[src/rtl/interrupt_controller_pkg.sv]
// Shared definitions for the interrupt controller: register addresses,
// source bit positions, vector constants and FSM state encodings.
package interrupt_controller_pkg;

  localparam int NUM_SOURCES = 5;

  // Register addresses on the MCU bus.
  localparam logic [15:0] IF_ADDR = 16'hFF0F;
  localparam logic [15:0] IE_ADDR = 16'hFFFF;

  // Source bit indices inside IF/IE; bit 0 has the highest priority.
  localparam int SRC_VBLANK   = 0;
  localparam int SRC_LCD_STAT = 1;
  localparam int SRC_TIMER    = 2;
  localparam int SRC_SERIAL   = 3;
  localparam int SRC_JOYPAD   = 4;

  // Restart vectors presented to the CPU.
  localparam logic [7:0] VEC_VBLANK   = 8'h40;
  localparam logic [7:0] VEC_LCD_STAT = 8'h48;
  localparam logic [7:0] VEC_TIMER    = 8'h50;
  localparam logic [7:0] VEC_SERIAL   = 8'h58;
  localparam logic [7:0] VEC_JOYPAD   = 8'h60;

  typedef enum logic [1:0] {
    ST_IDLE    = 2'd0,
    ST_REQ     = 2'd1,
    ST_SERVICE = 2'd2
  } irq_state_e;

endpackage

[src/rtl/interrupt_priority_encoder.sv]
// Fixed-priority encoder: picks the lowest-numbered pending source and
// returns its index and restart vector.
module interrupt_priority_encoder
  import interrupt_controller_pkg::*;
(
  input  logic [NUM_SOURCES-1:0] pending,
  output logic                   valid,
  output logic [2:0]             index,
  output logic [7:0]             vector
);

  // Scan from the lowest-priority bit down so the lowest set bit wins.
  always_comb begin
    // NOTE: every output gets a default before any condition, so no path
    // leaves a value unassigned and no latch is inferred.
    valid  = 1'b0;
    index  = 3'd0;
    vector = 8'h00;
    for (int i = NUM_SOURCES - 1; i >= 0; i--) begin
      if (pending[i]) begin
        valid = 1'b1;
        index = 3'(i);
      end
    end
    if (valid) begin
      case (index)
        3'(SRC_VBLANK):   vector = VEC_VBLANK;
        3'(SRC_LCD_STAT): vector = VEC_LCD_STAT;
        3'(SRC_TIMER):    vector = VEC_TIMER;
        3'(SRC_SERIAL):   vector = VEC_SERIAL;
        default:          vector = VEC_JOYPAD;
      endcase
    end
  end

endmodule

[src/rtl/interrupt_controller.sv]
// Interrupt controller: IF/IE registers, IME with delayed EI, and a
// request/acknowledge handshake towards the CPU.
module interrupt_controller
  import interrupt_controller_pkg::*;
#(
  parameter int ADDR_WIDTH = 16
) (
  input  logic                  iClock,
  input  logic                  iReset,
  input  logic                  iTick,
  input  logic                  iIrqVblank,
  input  logic                  iIrqLcdStat,
  input  logic                  iIrqTimer,
  input  logic                  iIrqSerial,
  input  logic                  iIrqJoypad,
  input  logic [ADDR_WIDTH-1:0] iMcuAddr,
  input  logic                  iMcuWriteEnable,
  input  logic [7:0]            iMcuWriteData,
  output logic [7:0]            oMcuReadData,
  input  logic                  iEI,
  input  logic                  iDI,
  input  logic                  iRETI,
  input  logic                  iIntAck,
  output logic                  oIntRequest,
  output logic [7:0]            oIntVector,
  output logic                  oWake
);

  logic [NUM_SOURCES-1:0] if_q, if_d;
  logic [7:0]             ie_q, ie_d;
  logic                   ime_q, ime_d;
  logic                   ei_pending_q, ei_pending_d;
  irq_state_e             state_q, state_d;
  logic [2:0]             idx_q, idx_d;
  logic [7:0]             vec_q, vec_d;

  logic [NUM_SOURCES-1:0] src_pulse;
  logic [NUM_SOURCES-1:0] pending;
  logic                   pend_valid;
  logic [2:0]             pend_index;
  logic [7:0]             pend_vector;
  logic                   if_sel, ie_sel, ack;

  assign src_pulse = {iIrqJoypad, iIrqSerial, iIrqTimer, iIrqLcdStat, iIrqVblank};
  assign if_sel    = (iMcuAddr == ADDR_WIDTH'(IF_ADDR));
  assign ie_sel    = (iMcuAddr == ADDR_WIDTH'(IE_ADDR));
  assign pending   = if_q & ie_q[NUM_SOURCES-1:0];
  assign ack       = (state_q == ST_REQ) && iIntAck;

  assign oWake        = |pending;
  assign oMcuReadData = if_sel ? {3'b111, if_q} :
                        ie_sel ? ie_q : 8'h00;

  interrupt_priority_encoder u_prio (
    .pending (pending),
    .valid   (pend_valid),
    .index   (pend_index),
    .vector  (pend_vector)
  );

  // Next values of IF, IE, IME and the EI delay flag; later lines take priority.
  always_comb begin
    if_d         = if_q;
    ie_d         = ie_q;
    ime_d        = ime_q;
    ei_pending_d = ei_pending_q;

    if (iMcuWriteEnable && if_sel) if_d = iMcuWriteData[NUM_SOURCES-1:0];
    if (iMcuWriteEnable && ie_sel) ie_d = iMcuWriteData;
    if (ack) if_d[idx_q] = 1'b0;
    // Hardware requests are ORed in last so they beat both writes and ack clears.
    if_d = if_d | src_pulse;

    // EI takes effect on the first instruction boundary after its own cycle.
    if (ei_pending_q && iTick) begin
      ime_d        = 1'b1;
      ei_pending_d = 1'b0;
    end
    if (iEI)   ei_pending_d = 1'b1;
    if (iRETI) ime_d = 1'b1;
    if (ack)   ime_d = 1'b0;
    if (iDI) begin
      ime_d        = 1'b0;
      ei_pending_d = 1'b0;
    end
  end

  // Request FSM next state and CPU-facing outputs.
  always_comb begin
    state_d     = state_q;
    idx_d       = idx_q;
    vec_d       = vec_q;
    oIntRequest = 1'b0;
    oIntVector  = 8'h00;
    unique case (state_q)
      ST_IDLE: begin
        if (ime_q && pend_valid) begin
          state_d = ST_REQ;
          idx_d   = pend_index;
          vec_d   = pend_vector;
        end
      end
      ST_REQ: begin
        oIntRequest = 1'b1;
        oIntVector  = vec_q;
        if (iIntAck) begin
          state_d = ST_SERVICE;
        end else if (!if_q[idx_q] || !ime_q) begin
          state_d = ST_IDLE;
        end
      end
      ST_SERVICE: begin
        if (iTick) state_d = ST_IDLE;
      end
      default: state_d = ST_IDLE;
    endcase
  end

  // State registers with synchronous reset.
  always_ff @(posedge iClock) begin
    if (iReset) begin
      if_q         <= '0;
      ie_q         <= 8'h00;
      ime_q        <= 1'b0;
      ei_pending_q <= 1'b0;
      state_q      <= ST_IDLE;
      idx_q        <= 3'd0;
      vec_q        <= 8'h00;
    end else begin
      // NOTE: non-blocking assignments so every register samples the
      // pre-edge values regardless of statement order.
      if_q         <= if_d;
      ie_q         <= ie_d;
      ime_q        <= ime_d;
      ei_pending_q <= ei_pending_d;
      state_q      <= state_d;
      idx_q        <= idx_d;
      vec_q        <= vec_d;
    end
  end

endmodule

[config.mk]
export PLATFORM = sky130hd
export DESIGN_NAME = interrupt_controller
export DESIGN_NICKNAME = d
export VERILOG_FILES = /design/src/rtl/interrupt_controller_pkg.sv /design/src/rtl/interrupt_priority_encoder.sv /design/src/rtl/interrupt_controller.sv
export SDC_FILE = /design/constraint.sdc
export NUM_CORES = 1
export LEC_CHECK = 0
export ABC_AREA = 1
export CAP_MARGIN = 25
export CELL_PAD_IN_SITES_DETAIL_PLACEMENT = 0
export CELL_PAD_IN_SITES_GLOBAL_PLACEMENT = 1
export CORE_ASPECT_RATIO = 1.75
export CORE_MARGIN = 4
export CORE_UTILIZATION = 29
export DETAILED_ROUTE_END_ITERATION = 8
export GPL_ROUTABILITY_DRIVEN = 0
export PLACE_DENSITY = 0.9
export SYNTH_ARGS = -nofsm -noshare
export SYNTH_HDL_FRONTEND = slang
export SYNTH_SLANG_ARGS = --single-unit
[constraint.sdc]
create_clock -name iClock -period 1.6 [get_ports iClock]
set_input_delay 0.32 -clock iClock [delete_from_list [all_inputs] [get_ports iClock]]
set_output_delay 0.32 -clock iClock [all_outputs]
set_load 0.01 [all_outputs]
==> results by group, run 1 <==
Clock tree
  • Root Buffer Master: clkbuf_8
  • H-tree depth: 1
  • Clock-pin slew on the worst setup and hold paths: ~0.080 ns
  • Clock Path Buffers: 2
  • CTS Sinks: 24
  • Worst skew pair latency: between 0.2 and 0.3 ns
  • TritonCTS buffer count: 3
  • CTS tree: done
  • Hold Buf Count CTS: 0

Synthesis
  • Syn. warnings: 0
  • Synth top area share: 0.3569
  • Top post-synthesis cells by area: dfxtp_1 (36%), nand2_1 (12%), inv_1 (8.4%), nand3_1 (5.9%), a21oi_1 (5.6%)
  • Syn Area/Cell: between 6 and 7 um^2
  • Mapped Area: approximately 1300 um^2
  • Sequential-to-total area share from yosys stat: 0.3569
  • Cells after synthesis: 205
  • Primary FF master, synth: dfxtp_1
  • Leading area contributor after synthesis: dfxtp_1
  • #FFs+latches synth: 24
  • Number of synthesized flops with an enable pin: 0
  • Distinct cells, synth: 28
  • FFs w/ async S/R, synth: 0

Finish
  • Ant. Diodes: 0
  • Area Growth Syn to Fin: 68.87%
  • Nets: about 320
  • Fill cells: ~430
  • Share of cells above drive strength 1: 0.3357

Floorplan
  • Die height: between 90 and 100 um
  • Starting Density: 0.3029
  • Die Width: between 50 and 60 um
  • FP Rows: 32
  • Die area: 5840 um^2
  • Core area: roughly 4400 um^2
  • Boundary pin count: 55

Drt
  • Initial DRC Count: 25
  • Final WL: between 4000 and 5000 um
  • Drt first pass iters: 4
  • Vias per std cell: just under 5
  • WL per Instance: 13.12 um
  • DR vias: about 1600
  • DRC viols: 0
  • Remaining antenna violation count: 0

GRT
  • Gr usage total: 0.1531
  • First-pass GRT wire length: ~7000 um
  • Global Route met2 Usage: 0.2805
  • Met3 Use GR: 0.02116
  • Gr busiest metal: met2
  • Met1 usage: 0.1518
  • Initial antenna violation count: 0
  • Vias in the first global route: 1633
  • Largest net degree at the start of global routing: 14
  • Total grt overflow: 0

STA
  • Period utilization: 0.9664
  • RSZ-0062 raised after global routing: no
  • Final Hold Viols: 0
  • Final Setup Violations: 0
  • Crit path time final: 1.546 ns
  • Final Max Slew Viols: 0
  • Worst Clk Skew: about 0.0010 ns
  • FMAX: between 600 and 700 MHz
  • Hold Slack: 0.4652 ns

Setup path
  • CP max-delay cell: dfxtp_2
  • CP peak stage delay: 0.35 ns
  • Most used cell, CP: nand2_1
  • Critical path cell sequence: nand2_1, nand2_2, nor2_4, nand2_1, clkdlybuf4s15_2
  • Critical Path AT: around 1.2 ns
  • R2R Path End: idx_q[0]
  • R2R Setup Slk: 0.19 ns
  • CP required: ~1.3 ns
  • Crit start category: flip-flop
  • WS Path Type: reg -> out
  • Register-to-Register Path Depth: 10
  • Crit path capture type: output port
  • Worst-path fanout max: 3
  • R2r startpoint: if_q[2]

Power
  • Peak VDD IR: approximately 0.44 mV
  • Int Pwr: slightly above 0.9 mW
  • Sw Pwr: 0.2802 mW
  • Sequential share of power: 0.516
  • Clock network fraction of total power: 0.346
  • Power Total: around 1.2 mW
  • P_leak: 1.071 nW
  • Logic pwr share: 0.138
  • PwrDens: 528.3 nW/um^2
  • Sw frac: 0.2333

Outcome
  • Status: finished clean

Min path
  • Hold Crit Class: reg -> reg
  • Hold path startpoint: vec_q[6]
  • Hold EP: vec_q[6]
  • Hold Path Stages: 2

Placement
  • Port Buffers: 50
  • Hpwl dp: ~3200 um

Run
  • Maxcap violations: 0
area by class of cell:
type / instances / area, um^2 / share of cell area
flip-flops and latches: 24 / 486.7 / 0.2141
repair buffers: 77 / 670.6 / 0.2950
clock buffers: 4 / 55.05 / 0.02422
well taps: 51 / 63.81 / 0.02807
inverters: 33 / 123.9 / 0.05449
multi-input cells: 145 / 873.3 / 0.3841
sequential cells by signal (all words and copies together), names as in the netlist:
register,flops
ei_pending_q,1
ie_q,8
state_q,2
if_q,5
idx_q,3
ime_q,1
vec_q,4
worst max path at each step:
stage / startpoint / endpoint / slack (ns)
5_1_grt: if_q[2] / oWake / 0.0006
6_report: if_q[2] / oWake / 0.05
2_1_floorplan: iMcuAddr[6] / oMcuReadData[0] / 0.15
4_1_cts: iMcuAddr[0] / oMcuReadData[1] / -0.04
3_5_place_dp: iMcuAddr[0] / oMcuReadData[2] / -0.92
3_3_place_gp: iMcuAddr[0] / oMcuReadData[3] / -0.91
through the flow:
stage            util  area, um^2  setup slack, ns  TNS [ns]  cells
4_1_cts        0.5042        2241         -0.03661  -0.06172    331
3_3_place_gp   0.4459        1982          -0.9141    -9.199    314
6_report       0.5115        2273          0.05382         0    334
5_1_grt        0.5115        2273        0.0006091         0    334
3_5_place_dp   0.4459        1982          -0.9160    -9.550    314
2_1_floorplan       -        1358           0.1470         0    208
layer usage:
| metal | wire length (um) | vias to the layer above |
|---|---|---|
| li1 | - | 817 |
| met1 | 1471 | 723 |
| met2 | 2441 | 65 |
| met3 | 253 | 21 |
| met4 | 218 | 0 |
| met5 | 0 | - |
cells in the mapped netlist (2+ instances only):
master,number
nand2_1,42
inv_1,30
dfxtp_1,24
nor2_1,19
nand3_1,16
a21oi_1,15
nor3_1,13
nand4_1,11
o21ai_1,7
o21ai_0,5
buf_4,4
clkbuf_1,2
inv_2,2
power by group through the flow:
| stage | registers, mW | clock network (mW) | logic (mW) |
|---|---|---|---|
| after floorplan | 0.629 | 0 | 0.0607 |
| after global placement | 0.631 | 0 | 0.169 |
| after detailed placement | 0.631 | 0 | 0.169 |
| after CTS | 0.618 | 0.422 | 0.171 |
| after global routing | 0.621 | 0.438 | 0.185 |
| final | 0.620 | 0.415 | 0.166 |
worst max-delay path, delay by kind of cell (launching register included):
family | cells | cell delay, ns
buffers and inverters | 1 | 0.23
AND/OR/NAND/NOR | 4 | 0.38
flip-flops | 1 | 0.35
logic make-up (layout without fill, tap and decap cells):
| family | count (synthesis) | count (layout) | share of synthesized area |
|---|---|---|---|
| buffers and inverters | 40 | 114 | 0.1236 |
| DFF | 24 | 24 | 0.3569 |
| other | 1 | 4 | 0.002785 |
| AOI/OAI and AO/OA | 30 | 30 | 0.1180 |
| and+or+nand+nor | 110 | 111 | 0.3987 |
placed cells by master, fill, tap and decap left out, types with 2 or more instances in the layout:
master / instances
nand2_2: 8
nand2_1: 31
a21oi_1: 15
dlygate4sd2_1: 5
o21ai_1: 9
nor2_4: 3
buf_6: 14
nand3_4: 3
inv_1: 30
o21ai_2: 2
nand3_1: 9
nor2_1: 18
nand2_4: 4
conb_1: 4
inv_2: 2
nand4_1: 11
dfxtp_2: 5
nand3_2: 6
o21ai_4: 2
clkbuf_2: 4
dfxtp_1: 19
clkbuf_8: 4
buf_4: 19
buf_2: 12
nor3_1: 13
clkdlybuf4s50_1: 20
what timing repair did:
| item | CTS | global route |
|---|---|---|
| pin swaps | 20 | 10 |
| setup endpoints to repair | 16 | 15 |
| setup buffers | 12 | 3 |
| gates resized for setup | 136 | 18 |
| gates cloned | 1 | 1 |
No activity file was read; power rests on OpenSTA's default activity.
==> run 2: changes to the inputs <==
--- a/config.mk
+++ b/config.mk
@@ -11,10 +11,12 @@
 export CELL_PAD_IN_SITES_GLOBAL_PLACEMENT = 1
 export CORE_ASPECT_RATIO = 1.75
 export CORE_MARGIN = 4
-export CORE_UTILIZATION = 29
+export CORE_UTILIZATION = 31
 export DETAILED_ROUTE_END_ITERATION = 8
 export GPL_ROUTABILITY_DRIVEN = 0
 export PLACE_DENSITY = 0.9
 export SYNTH_ARGS = -nofsm -noshare
 export SYNTH_HDL_FRONTEND = slang
+export SYNTH_HIERARCHICAL = 1
 export SYNTH_SLANG_ARGS = --single-unit
+export TNS_END_PERCENT = 1
==> run 2 against run 1 <==
  * Area after synthesis grew 21%
  * Sequential power is 16% higher
  * Largest cell class unchanged
  * Setup slack better by 0.010 ns
  * Global-route usage decreased by 1.7 points
  * Non-clock buffer count rose by 7
  * Total power rose by 6.6%
  * Die area grew 11%
  * First-iteration DRC count increased by 96%
  * Sequential cell count up 4
  * Clock skew is 0.0030 ns higher
==> results by group, run 2 <==
Setup path
  • CP peak stage delay: 0.15 ns (was 0.35 ns)
  • WS Path Type: in -> out (was reg -> out)
  • Critical Path AT: 1.22 ns (was 1.23 ns)
  • Crit start category: primary input (was flip-flop)
  • Crit path capture type: output port (unchanged)
  • Worst path top cell family by delay: simple AND/OR/NAND/NOR gates (unchanged)
  • CP required: 1.28 ns (about the same)
  • Worst path bufs/invs: 4 (was 1)
  • Worst-path fanout max: 8 (was 3)
  • Critical path cell sequence: clkbuf_2, nand2_1, inv_2, nand2_4, nor2_8, nand3_4, inv_6, nand3_2, o21ai_1, buf_2 (was nand2_1, nand2_2, nor2_4, nand2_1, clkdlybuf4s15_2)
  • CP max-delay cell: buf_2 (was dfxtp_2)

Floorplan
  • Starting Density: 0.3233 (was 0.3029)
  • Boundary pin count: 55 (unchanged)
  • FP Rows: 34 (was 32)
  • Die height: 103.7 um (was 98.14 um)
  • Die area: 6502 um^2 (was 5840 um^2)
  • Die Width: 62.70 um (was 59.51 um)
  • Core area: 5020 um^2 (was 4444 um^2)

STA
  • Period utilization: 0.9599 (was 0.9664)
  • RSZ-0062 raised after global routing: yes (was no)
  • Final Max Slew Viols: 0 (unchanged)
  • FMAX: 651.1 MHz (was 646.8 MHz)
  • Final Hold Viols: 0 (unchanged)
  • Final Setup Violations: 0 (unchanged)
  • Worst Clk Skew: 0.003985 ns (was 0.001017 ns)
  • Fin worst setup slack: 0.06410 ns (was 0.05382 ns)
  • Crit path time final: 1.536 ns (was 1.546 ns)

Clock tree
  • CTS tree: done (unchanged)
  • Clock Path Buffers: 2 (unchanged)
  • Clock-pin slew on the worst setup and hold paths: 0.09 ns (was 0.08 ns)
  • Worst skew pair latency: 0.27 ns (was 0.26 ns)
  • CTS Sinks: 28 (was 24)
  • Root Buffer Master: clkbuf_8 (unchanged)
  • TritonCTS buffer count: 3 (unchanged)
  • Hold Buf Count CTS: 0 (unchanged)
  • H-tree depth: 1 (unchanged)

Synthesis
  • Cells after synthesis: 244 (was 205)
  • Most frequent cell after synthesis: inv_1 (was nand2_1)
  • Synth Area in Simple Gates: 0.3423 (was 0.3987)
  • Complex-gate fraction of the synthesized area: 0.1519 (was 0.1180)
  • Number of synthesized flops with an enable pin: 0 (unchanged)
  • Primary FF master, synth: dfxtp_1 (unchanged)
  • Synth top area share: 0.3454 (was 0.3569)
  • Post-Synth Adder-Cell Area: 0 (unchanged)
  • Top post-synthesis cells by area: dfxtp_1 (35%), inv_1 (9.9%), nand2_1 (7.9%), nor2_1 (6.9%), a21oi_1 (6.2%) (was dfxtp_1 (36%), nand2_1 (12%), inv_1 (8.4%), nand3_1 (5.9%), a21oi_1 (5.6%))
  • Syn Area/Cell: 6.651 um^2 (was 6.567 um^2)
  • Leading area contributor after synthesis: dfxtp_1 (unchanged)
  • Multiplexer share of the synthesized area: 0 (unchanged)
  • #FFs+latches synth: 28 (was 24)
  • FFs w/ async S/R, synth: 0 (unchanged)
  • Synth Area in XOR/XNOR: 0 (unchanged)
  • Mapped Area: 1623 um^2 (was 1346 um^2)
  • Sequential-to-total area share from yosys stat: 0.3454 (was 0.3569)
  • Syn. warnings: 6 (was 0)
  • Largest family of logic cells by synthesized area: simple AND/OR/NAND/NOR gates (unchanged)
  • Distinct cells, synth: 29 (was 28)
  • Post-synth top cells: inv_1 (43), nand2_1 (34), nor2_1 (30) (was nand2_1 (42), inv_1 (30), dfxtp_1 (24))

Finish
  • Largest registers: ie_q x8, vec_q x8, if_q x5 (was ie_q x8, if_q x5, vec_q x4)
  • Ant. Diodes: 0 (unchanged)
  • Area Growth Syn to Fin: 48.19% (was 68.87%)
  • Nets: 363 (was 321)
  • Share of cells above drive strength 1: 0.3488 (was 0.3357)
  • Most frequent cells in the layout: inv_1 (34), nor2_1 (29), nand2_1 (29) (was nand2_1 (31), inv_1 (30), clkdlybuf4s50_1 (20))
  • Commonest non-fill, non-tap cell in the layout: inv_1 (was nand2_1)
  • Final core area utilization: 0.4791 (was 0.5115)

Power
  • P_leak: 1.216 nW (was 1.071 nW)
  • Sw frac: 0.2387 (was 0.2333)
  • Int Pwr: 0.9743 mW (was 0.9209 mW)
  • Clock network fraction of total power: 0.303 (was 0.346)
  • Sw Pwr: 0.3055 mW (was 0.2802 mW)
  • Peak VDD IR: 0.2590 mV (was 0.4431 mV)
  • Sequential share of power: 0.561 (was 0.516)
  • PwrDens: 532.2 nW/um^2 (was 528.3 nW/um^2)
  • Logic pwr share: 0.136 (was 0.138)

Placement
  • Port Buffers: 54 (was 50)
  • Pre-CTS setup slack: -0.8058 ns (was -0.9160 ns)
  • Hpwl dp: 3468 um (was 3226 um)

Min path
  • Hold Crit Class: reg -> reg (unchanged)

GRT
  • Vias in the first global route: 1727 (was 1633)
  • Largest net degree at the start of global routing: 20 (was 14)
  • Total grt overflow: 0 (unchanged)
  • Initial antenna violation count: 0 (unchanged)
  • Gr usage total: 0.1359 (was 0.1531)
  • First-pass GRT wire length: 7224 um (was 7024 um)

Drt
  • Initial DRC Count: 49 (was 25)
  • WL per Instance: 11.61 um (was 13.12 um)
  • Vias per std cell: 4.728 (was 4.868)
  • Drt first pass iters: 4 (unchanged)
  • DR vias: 1787 (was 1626)
  • Remaining antenna violation count: 0 (unchanged)
  • Final WL: 4387 um (was 4383 um)
  • DRC viols: 0 (unchanged)

Run
  • Maxcap violations: 0 (unchanged)

Outcome
  • Status: finished clean (unchanged)
[run 2: cell count changes in the layout (fill, tap and decap cells not counted), moves of 7 or more]
cell,previous run,this run
buf_2,12,22
buf_4,19,26
buf_6,14,2
clkbuf_2,4,11
inv_2,2,11
nor2_1,18,29
o21ai_1,9,19
[run 2: area by class of cell]
| class | count | area (um^2) |
|---|---|---|
| Fill cell | 534 | 2615 |
| Inverter | 48 | 203.9 |
| Tap cell | 54 | 67.56 |
| Sequential cell | 28 | 568.0 |
| Multi-Input combinational cell | 161 | 895.9 |
| Timing Repair Buffer | 84 | 628.1 |
| Clock buffer | 3 | 41.29 |
[run 2: worst reg2reg max path, cell delays in order (launching register included)]
cell      delay (ns)
dfxtp_2         0.37
nand2_2         0.07
inv_2           0.07
nor2_4          0.04
nand3b_1        0.13
nand2_2         0.08
nor3_4          0.21
inv_2           0.08
buf_4           0.14
o21ai_1         0.13
a21oi_1         0.05
[run 2: cell families (layout without fill, tap and decap cells)]
group / after synthesis / count (layout)
other: 1 / 4
AOI/OAI and AO/OA: 47 / 47
and+or+nand+nor: 110 / 110
buffers and inverters: 58 / 135
DFF: 28 / 28
[run 2: power by group through the flow]
stage | combinational, mW | clock (mW) | sequential [mW]
3_3_place_gp | 0.184 | 0 | 0.732
3_5_place_dp | 0.186 | 0 | 0.732
2_1_floorplan | 0.0717 | 0 | 0.729
4_1_cts | 0.179 | 0.402 | 0.716
5_1_grt | 0.194 | 0.427 | 0.719
6_report | 0.174 | 0.388 | 0.718
[run 2: repair_timing]
action	4_1_cts	5_1_grt
pin swaps	17	17
gates resized for setup	135	44
setup endpoints to repair	28	25
setup buffers	2	3
[run 2: path summary, 6_finish.rpt]
path | from | to | slack, ns | cells after the start
setup / recovery | iMcuAddr[14] | oMcuReadData[0] | 0.06 | 10
hold / removal | vec_q[0] | vec_q[0] | 0.45 | 2
setup reg to reg | if_q[2] | idx_q[1] | 0.12 | 10
hold reg to reg | vec_q[0] | vec_q[0] | 0.45 | 2
[run 2: stage by stage]
stage / total power, mW / instances / instance area [um^2] / hold WS, ns / TNS (ns)
after CTS: 1.297 / 375 / 2399 / 0.4562 / 0
final: 1.280 / 378 / 2405 / 0.4525 / 0
after global routing: 1.339 / 378 / 2405 / 0.4851 / -0.01332
after floorplan: 0.8011 / 247 / 1634 / 0.4295 / 0
after global placement: 0.9153 / 370 / 2380 / 0.4368 / -9.397
after detailed placement: 0.9177 / 370 / 2380 / 0.4426 / -10.07
[run 2: routing by layer]
layer / global-route usage / share of wire / vias to the layer above
li1: - / - / 930
met1: 0.1351 / 0.38 / 794
met2: 0.2628 / 0.54 / 54
met3: 0.02709 / 0.052 / 9
met4: 0.06003 / 0.022 / 0
met5: 0 / 0 / -
